--- config.mk ---
export PLATFORM = sky130hd
export DESIGN_NAME = rnbip_sequencer_flat
export DESIGN_NICKNAME = d
export VERILOG_FILES = /design/src/rtl/rnbip_ctrl_pkg.sv /design/src/rtl/rnbip_sequencer_if.sv /design/src/rtl/rnbip_decoder.sv /design/src/rtl/rnbip_sequencer.sv /design/src/flat_wrapper.sv
export SDC_FILE = /design/constraint.sdc
export NUM_CORES = 1
export LEC_CHECK = 0
export BUFFER_PORTS_ARGS = -buffer_cell sky130_fd_sc_hd__clkbuf_2
export CAP_MARGIN = 15
export CORE_AREA = 2 2 39 41
export DETAILED_ROUTE_END_ITERATION = 16
export DIE_AREA = 0 0 41 43
export MAX_ROUTING_LAYER = met4
export PLACE_DENSITY = 0.7
export SLEW_MARGIN = 20
export SYNTH_ARGS = -nofsm -noshare
export SYNTH_HDL_FRONTEND = slang
export SYNTH_SLANG_ARGS = --single-unit
export TNS_END_PERCENT = 20
--- constraint.sdc ---
create_clock -name CLK -period 1.7 [get_ports CLK]
set_input_delay 0.255 -clock CLK [delete_from_list [all_inputs] [get_ports CLK]]
set_output_delay 0.255 -clock CLK [all_outputs]
set_load 0.01 [all_outputs]
--- src/rtl/rnbip_ctrl_pkg.sv ---
// Shared definitions for the RNBIP control sequencer: state encoding,
// opcode classes, jump condition codes and the condition evaluator.
package rnbip_ctrl_pkg;

    typedef enum logic [2:0] {
        ST_IDLE   = 3'd0,
        ST_F_ADDR = 3'd1,
        ST_F_READ = 3'd2,
        ST_DECODE = 3'd3,
        ST_O_ADDR = 3'd4,
        ST_O_READ = 3'd5,
        ST_EXEC   = 3'd6,
        ST_HALT   = 3'd7
    } state_t;

    localparam logic [1:0] CLS_ALU  = 2'b00;
    localparam logic [1:0] CLS_ALUI = 2'b01;
    localparam logic [1:0] CLS_JMP  = 2'b10;
    localparam logic [1:0] CLS_SYS  = 2'b11;

    localparam logic [1:0] COND_ALWAYS = 2'b00;
    localparam logic [1:0] COND_Z      = 2'b01;
    localparam logic [1:0] COND_C      = 2'b10;
    localparam logic [1:0] COND_NZ     = 2'b11;

    localparam logic [7:0] OP_HALT = 8'hFF;

    function automatic logic cond_eval(input logic [1:0] cc, input logic z, input logic c);
        logic res;
        case (cc)
            COND_ALWAYS: res = 1'b1;
            COND_Z:      res = z;
            COND_C:      res = c;
            COND_NZ:     res = ~z;
            default:     res = 1'b0;
        endcase
        return res;
    endfunction

endpackage

--- src/rtl/rnbip_sequencer_if.sv ---
// Control bundle between the RNBIP sequencer (master) and the datapath (slave).
interface rnbip_sequencer_if #(
    parameter int OPW  = 8,
    parameter int AOPW = 4
);
    logic            RUN;
    logic            MEM_RDY;
    logic [OPW-1:0]  IR_IN;
    logic            Z;
    logic            C;
    logic            E_PC;
    logic            L_MAR;
    logic            E_MEM;
    logic            L_IR;
    logic            L_OR;
    logic            INC_PC;
    logic            L_PC;
    logic            E_OR;
    logic            E_ALU;
    logic            L_ACC;
    logic            L_FLAGS;
    logic            ALU_SRC_OR;
    logic [AOPW-1:0] ALU_OP;
    logic            HALTED;
    logic [2:0]      STATE;

    modport master (
        input  RUN, MEM_RDY, IR_IN, Z, C,
        output E_PC, L_MAR, E_MEM, L_IR, L_OR, INC_PC, L_PC, E_OR,
               E_ALU, L_ACC, L_FLAGS, ALU_SRC_OR, ALU_OP, HALTED, STATE
    );

    modport slave (
        output RUN, MEM_RDY, IR_IN, Z, C,
        input  E_PC, L_MAR, E_MEM, L_IR, L_OR, INC_PC, L_PC, E_OR,
               E_ALU, L_ACC, L_FLAGS, ALU_SRC_OR, ALU_OP, HALTED, STATE
    );
endinterface

--- src/rtl/rnbip_decoder.sv ---
// Combinational opcode decoder: class, operand need, halt detect, ALU
// function and jump condition outcome from the live flags.
module rnbip_decoder
    import rnbip_ctrl_pkg::*;
#(
    parameter int OPW  = 8,
    parameter int AOPW = 4
) (
    input  logic [OPW-1:0]  ir,
    input  logic            z,
    input  logic            c,
    output logic [1:0]      cls,
    output logic            needs_operand,
    output logic            is_halt,
    output logic [AOPW-1:0] alu_op,
    output logic            cond_true
);

    assign cls           = ir[OPW-1 -: 2];
    assign needs_operand = (cls == CLS_ALUI) || (cls == CLS_JMP);
    assign is_halt       = (ir == OP_HALT);
    assign alu_op        = ir[AOPW-1:0];
    assign cond_true     = cond_eval(ir[1:0], z, c);

endmodule

--- src/rtl/rnbip_sequencer.sv ---
// Fetch/decode/execute sequencer for the RNBIP datapath; sole owner of all
// bus-enable strobes, so at most one E_* is driven in any cycle.
module rnbip_sequencer
    import rnbip_ctrl_pkg::*;
#(
    parameter int OPW  = 8,
    parameter int AOPW = 4
) (
    input  logic               CLK,
    input  logic               RSTn,
    rnbip_sequencer_if.master  bus
);

    state_t          state_r;
    state_t          state_next_s;
    logic [1:0]      cls_s;
    logic            needs_operand_s;
    logic            is_halt_s;
    logic [AOPW-1:0] dec_alu_op_s;
    logic            cond_true_s;

    logic            e_pc_s, l_mar_s, e_mem_s, l_ir_s, l_or_s, inc_pc_s, l_pc_s;
    logic            e_or_s, e_alu_s, l_acc_s, l_flags_s, alu_src_or_s, halted_s;
    logic [AOPW-1:0] alu_op_s;

    rnbip_decoder #(.OPW(OPW), .AOPW(AOPW)) u_decoder (
        .ir            (bus.IR_IN),
        .z             (bus.Z),
        .c             (bus.C),
        .cls           (cls_s),
        .needs_operand (needs_operand_s),
        .is_halt       (is_halt_s),
        .alu_op        (dec_alu_op_s),
        .cond_true     (cond_true_s)
    );

    // State register
    always_ff @(posedge CLK or negedge RSTn) begin
        if (!RSTn) begin
            state_r <= ST_IDLE;
        end else begin
            state_r <= state_next_s;
        end
    end

    // Next-state decode
    always_comb begin
        state_next_s = state_r;
        case (state_r)
            ST_IDLE:   state_next_s = bus.RUN ? ST_F_ADDR : ST_IDLE;
            ST_F_ADDR: state_next_s = ST_F_READ;
            ST_F_READ: state_next_s = bus.MEM_RDY ? ST_DECODE : ST_F_READ;
            ST_DECODE: begin
                if (needs_operand_s) begin
                    state_next_s = ST_O_ADDR;
                end else if (cls_s == CLS_ALU) begin
                    state_next_s = ST_EXEC;
                end else if (is_halt_s) begin
                    state_next_s = ST_HALT;
                end else begin
                    state_next_s = ST_F_ADDR;
                end
            end
            ST_O_ADDR: state_next_s = ST_O_READ;
            ST_O_READ: state_next_s = bus.MEM_RDY ? ST_EXEC : ST_O_READ;
            ST_EXEC:   state_next_s = ST_F_ADDR;
            ST_HALT:   state_next_s = ST_HALT;
            default:   state_next_s = ST_IDLE;
        endcase
    end

    // Strobe decode; reads hold E_MEM while loads/increment wait for MEM_RDY
    always_comb begin
        e_pc_s = 1'b0; l_mar_s = 1'b0; e_mem_s = 1'b0; l_ir_s = 1'b0;
        l_or_s = 1'b0; inc_pc_s = 1'b0; l_pc_s = 1'b0; e_or_s = 1'b0;
        e_alu_s = 1'b0; l_acc_s = 1'b0; l_flags_s = 1'b0; alu_src_or_s = 1'b0;
        halted_s = 1'b0; alu_op_s = '0;
        case (state_r)
            ST_F_ADDR, ST_O_ADDR: begin
                e_pc_s  = 1'b1;
                l_mar_s = 1'b1;
            end
            ST_F_READ: begin
                e_mem_s  = 1'b1;
                l_ir_s   = bus.MEM_RDY;
                inc_pc_s = bus.MEM_RDY;
            end
            ST_O_READ: begin
                e_mem_s  = 1'b1;
                l_or_s   = bus.MEM_RDY;
                inc_pc_s = bus.MEM_RDY;
            end
            ST_EXEC: begin
                alu_op_s = dec_alu_op_s;
                case (cls_s)
                    CLS_ALU, CLS_ALUI: begin
                        e_alu_s      = 1'b1;
                        l_acc_s      = 1'b1;
                        l_flags_s    = 1'b1;
                        alu_src_or_s = (cls_s == CLS_ALUI);
                    end
                    CLS_JMP: begin
                        if (cond_true_s) begin
                            e_or_s = 1'b1;
                            l_pc_s = 1'b1;
                        end else begin
                            e_or_s = 1'b0;
                            l_pc_s = 1'b0;
                        end
                    end
                    default: begin
                        e_alu_s = 1'b0;
                    end
                endcase
            end
            ST_HALT: halted_s = 1'b1;
            default: halted_s = 1'b0;
        endcase
    end

    assign bus.E_PC       = e_pc_s;
    assign bus.L_MAR      = l_mar_s;
    assign bus.E_MEM      = e_mem_s;
    assign bus.L_IR       = l_ir_s;
    assign bus.L_OR       = l_or_s;
    assign bus.INC_PC     = inc_pc_s;
    assign bus.L_PC       = l_pc_s;
    assign bus.E_OR       = e_or_s;
    assign bus.E_ALU      = e_alu_s;
    assign bus.L_ACC      = l_acc_s;
    assign bus.L_FLAGS    = l_flags_s;
    assign bus.ALU_SRC_OR = alu_src_or_s;
    assign bus.ALU_OP     = alu_op_s;
    assign bus.HALTED     = halted_s;
    assign bus.STATE      = state_r;

endmodule
--- src/flat_wrapper.sv ---
// flat-port wrapper written by rule: the top's interface ports become plain ports
module rnbip_sequencer_flat import rnbip_ctrl_pkg::*;
#(
    parameter int OPW  = 8,
    parameter int AOPW = 4
)
  (CLK, RSTn, bus_RUN, bus_MEM_RDY, bus_IR_IN, bus_Z, bus_C, bus_E_PC, bus_L_MAR, bus_E_MEM, bus_L_IR, bus_L_OR, bus_INC_PC, bus_L_PC, bus_E_OR, bus_E_ALU, bus_L_ACC, bus_L_FLAGS, bus_ALU_SRC_OR, bus_ALU_OP, bus_HALTED, bus_STATE);
  rnbip_sequencer_if #(.OPW(OPW), .AOPW(AOPW)) bus_i ();
  input  logic CLK;
  input  logic RSTn;
  input wire logic [$bits(bus_i.RUN)-1:0] bus_RUN;
  input wire logic [$bits(bus_i.MEM_RDY)-1:0] bus_MEM_RDY;
  input wire logic [$bits(bus_i.IR_IN)-1:0] bus_IR_IN;
  input wire logic [$bits(bus_i.Z)-1:0] bus_Z;
  input wire logic [$bits(bus_i.C)-1:0] bus_C;
  output wire logic [$bits(bus_i.E_PC)-1:0] bus_E_PC;
  output wire logic [$bits(bus_i.L_MAR)-1:0] bus_L_MAR;
  output wire logic [$bits(bus_i.E_MEM)-1:0] bus_E_MEM;
  output wire logic [$bits(bus_i.L_IR)-1:0] bus_L_IR;
  output wire logic [$bits(bus_i.L_OR)-1:0] bus_L_OR;
  output wire logic [$bits(bus_i.INC_PC)-1:0] bus_INC_PC;
  output wire logic [$bits(bus_i.L_PC)-1:0] bus_L_PC;
  output wire logic [$bits(bus_i.E_OR)-1:0] bus_E_OR;
  output wire logic [$bits(bus_i.E_ALU)-1:0] bus_E_ALU;
  output wire logic [$bits(bus_i.L_ACC)-1:0] bus_L_ACC;
  output wire logic [$bits(bus_i.L_FLAGS)-1:0] bus_L_FLAGS;
  output wire logic [$bits(bus_i.ALU_SRC_OR)-1:0] bus_ALU_SRC_OR;
  output wire logic [$bits(bus_i.ALU_OP)-1:0] bus_ALU_OP;
  output wire logic [$bits(bus_i.HALTED)-1:0] bus_HALTED;
  output wire logic [$bits(bus_i.STATE)-1:0] bus_STATE;
  assign bus_i.RUN = bus_RUN;
  assign bus_i.MEM_RDY = bus_MEM_RDY;
  assign bus_i.IR_IN = bus_IR_IN;
  assign bus_i.Z = bus_Z;
  assign bus_i.C = bus_C;
  assign bus_E_PC = bus_i.E_PC;
  assign bus_L_MAR = bus_i.L_MAR;
  assign bus_E_MEM = bus_i.E_MEM;
  assign bus_L_IR = bus_i.L_IR;
  assign bus_L_OR = bus_i.L_OR;
  assign bus_INC_PC = bus_i.INC_PC;
  assign bus_L_PC = bus_i.L_PC;
  assign bus_E_OR = bus_i.E_OR;
  assign bus_E_ALU = bus_i.E_ALU;
  assign bus_L_ACC = bus_i.L_ACC;
  assign bus_L_FLAGS = bus_i.L_FLAGS;
  assign bus_ALU_SRC_OR = bus_i.ALU_SRC_OR;
  assign bus_ALU_OP = bus_i.ALU_OP;
  assign bus_HALTED = bus_i.HALTED;
  assign bus_STATE = bus_i.STATE;
  rnbip_sequencer #(.OPW(OPW), .AOPW(AOPW)) u_core (.CLK(CLK), .RSTn(RSTn), .bus(bus_i));
endmodule
==> impl_metrics.py <==
metrics = {
    "outcome": {
        "status": "completed",
    },
    "global_route": {
        "first_global_vias": 439,
        "grt_max_degree": 11,
        "antenna_found_initial": 0,
        "grt_pass1_wl_um": 1690,
        "grt-ovfl-total": 0,
        "track_usage_pct": 14.14,
    },
    "clock_network": {
        "h-tree-depth": 1,
        "cts_tree": "done",
        "clk_latency_ps": 230,
        "cts_buffers": 3,
        "clk_pin_slew_ps": 40,
        "clockBufferDepth": 2,
        "cts-root-buf": "clkbuf_4",
        "cts_sinks": 3,
    },
    "final_layout": {
        "fillers": 138,
        "multi_input_area_um2": 325.3,
        "layout-drive-gt1-share_pct": 53.68,
        "regArea_um2": 76.32,
        "nets": 115,
        "areaGrowthSynthToFinish_pct": 50.82,
        "mostFrequentLayoutCells": "clkbuf_2, buf_4, and2_1",
        "antenna_cells": 0,
        "mostFrequentLayoutCell": "clkbuf_2",
        "largest_reg_flops": 3,
        "finish.instance_area_um2": 694.4,
    },
    "detailed_routing": {
        "ant_nets": 0,
        "routed_via_density": 4.721,
        "wire_per_inst_um": 9.847,
        "drc": 0,
        "first_iter_violations": 7,
        "wirelength_um": 1093,
        "drt-pass1-iter-count": 4,
        "route.vias.total": 524,
    },
    "synth": {
        "avgSynthCellArea_um2": 8.078,
        "yosysWarnings": 0,
        "synthSimpleGateAreaFrac_pct": 30.16,
        "yosysSeqAreaShare_pct": 16.30,
        "syn_nets": 76,
        "synthAdderAreaFrac_pct": 13.59,
        "synth_ff_type": "dfrtp_1",
        "synth_top_family_by_area": "simple AND/OR/NAND/NOR gates",
        "synth_seq_cells": 3,
        "synth_compound_area_share_pct": 18.75,
        "ys_types": 27,
        "async_reset_ff_share_pct": 100.0,
        "synth-edff-count": 0,
        "synthMuxAreaShare_pct": 0,
        "syn_area_um2": 460.4,
        "synth_cells": 57,
        "synth_xor_area_share_pct": 5.707,
    },
    "setup_path": {
        "worstSetupStartpointType": "register",
        "cp_max_fo": 4,
        "required_ps": 1440,
        "timing.rr.start": "u_core.bus.STATE[0]",
        "path_class": "register to primary output",
        "end_kind": "primary output",
        "critPathArrivalTime_ps": 1350,
        "crit_path_start": "u_core.bus.STATE[0]",
    },
    "die": {
        "boundaryPins": 34,
        "start_util_pct": 33.27,
        "rows": 14,
        "core_um2": 1384,
        "die_w_um": 41,
        "die_height_um": 43,
        "die_area_um2": 1763,
    },
    "sta": {
        "setup_viol": 0,
        "fin_crit_sh_pct": 94.26,
        "tightest_slew_ps": 241.2,
        "drv_slew": 0,
        "hold_viol_final": 0,
        "relSlewSlack_pct": 83.90,
        "whs_ps": 366.9,
        "finClkSkew_ps": 0.5230,
        "min_period_ps": 1602,
        "fmax_mhz": 624.0,
    },
    "placement": {
        "place_area_um2": 615.6,
        "place_hpwl_um": 860.6,
        "port_buffers": 33,
        "routabilityCongestion": 0.8001,
    },
    "hold_path": {
        "holdCritPathClass": "input port to asynchronous set/reset pin",
    },
    "power": {
        "powerDensity_nw_per_um2": 1371,
        "cellLeakagePower_nw": 0.3842,
        "peakVddDrop_mv": 0.9502,
    },
    "job": {
        "maxCapViolations": 0,
    },
}
-- worst max-delay path: stages (launching register included) --
cell	delay [ps]
dfrtp_2	410
and3b_4	320
buf_4	110
o21a_1	140
clkbuf_2	140
-- what timing repair did --
item	in CTS	in global routing
endpoints found under the hold margin	3	0
setup buffers	2	2
hold buffers	1	0
gates resized for setup	1	3
endpoints found under the setup margin	2	2
-- cells by family (layout without fill, tap and decap cells) --
group,count (synthesis),count (layout)
buffers and inverters,12,50
xor gates and xnor gates,3,3
adders and majority gates,5,5
DFF,3,3
AOI/OAI and AO/OA,12,12
and+or+nand+nor,22,22
-- area by class of cell --
class                           count  area share, %
Tap cell                           16          2.883
Timing Repair Buffer               41          32.79
Sequential cell                     3          10.99
Clock buffer                        4          3.784
Inverter                            5          2.703
Multi-Input combinational cell     42          46.85
-- per-layer routing --
layer / global-route usage [%] / vias up / routed length (um)
li1: - / 268 / -
met1: 17.86 / 236 / 473
met2: 21.56 / 20 / 523
met3: 0.5236 / 0 / 95
met4: 8.000 / 0 / 0
met5: - / - / 0
-- worst paths after layout --
check | slack (ps) | cells past startpoint | to
worst max-delay path | 100 | 4 | bus_L_ACC
worst min-delay path | 370 | 2 | u_core.bus.STATE[0]
worst max register to register | 480 | 5 | u_core.bus.STATE[1]
worst min register to register | 740 | 2 | u_core.bus.STATE[0]
max in group asynchronous | 1210 | 2 | u_core.bus.STATE[0]
min in group CLK | 400 | 4 | u_core.bus.STATE[0]
-- stage by stage --
stage	util (%)	power [mW]	worst slack, ps	cells	setup TNS [ps]
after CTS	48.28	0.9507	23.72	109	0
after detailed placement	44.48	0.7807	197.1	102	0
after global routing	50.18	1.044	-1.029	111	-1.029
final	50.18	0.9523	97.53	111	0
after floorplan	-	0.6146	146.0	57	0
after global placement	44.48	0.7713	254.7	102	0
-- cells in the mapped netlist, types with 2 or more instances --
cell      number  area [um^2]
and2_1         6        37.54
inv_1          3        11.26
a21oi_1        3        15.01
xnor2_1        3        26.28
nand2b_1       2        12.51
dfrtp_1        3        75.07
ha_1           5        62.56
nor2_1         4        15.01
o21ai_0        2        10.01
inv_2          2        7.510
buf_4          7        52.55
and3_1         2        12.51
-- power by group --
part | internal [mW] | switching (mW)
logic | 0.337 | 0.335
registers | 0.110 | 0.0454
clock network | 0.0879 | 0.0362
Power figures use the tool's default switching activity.
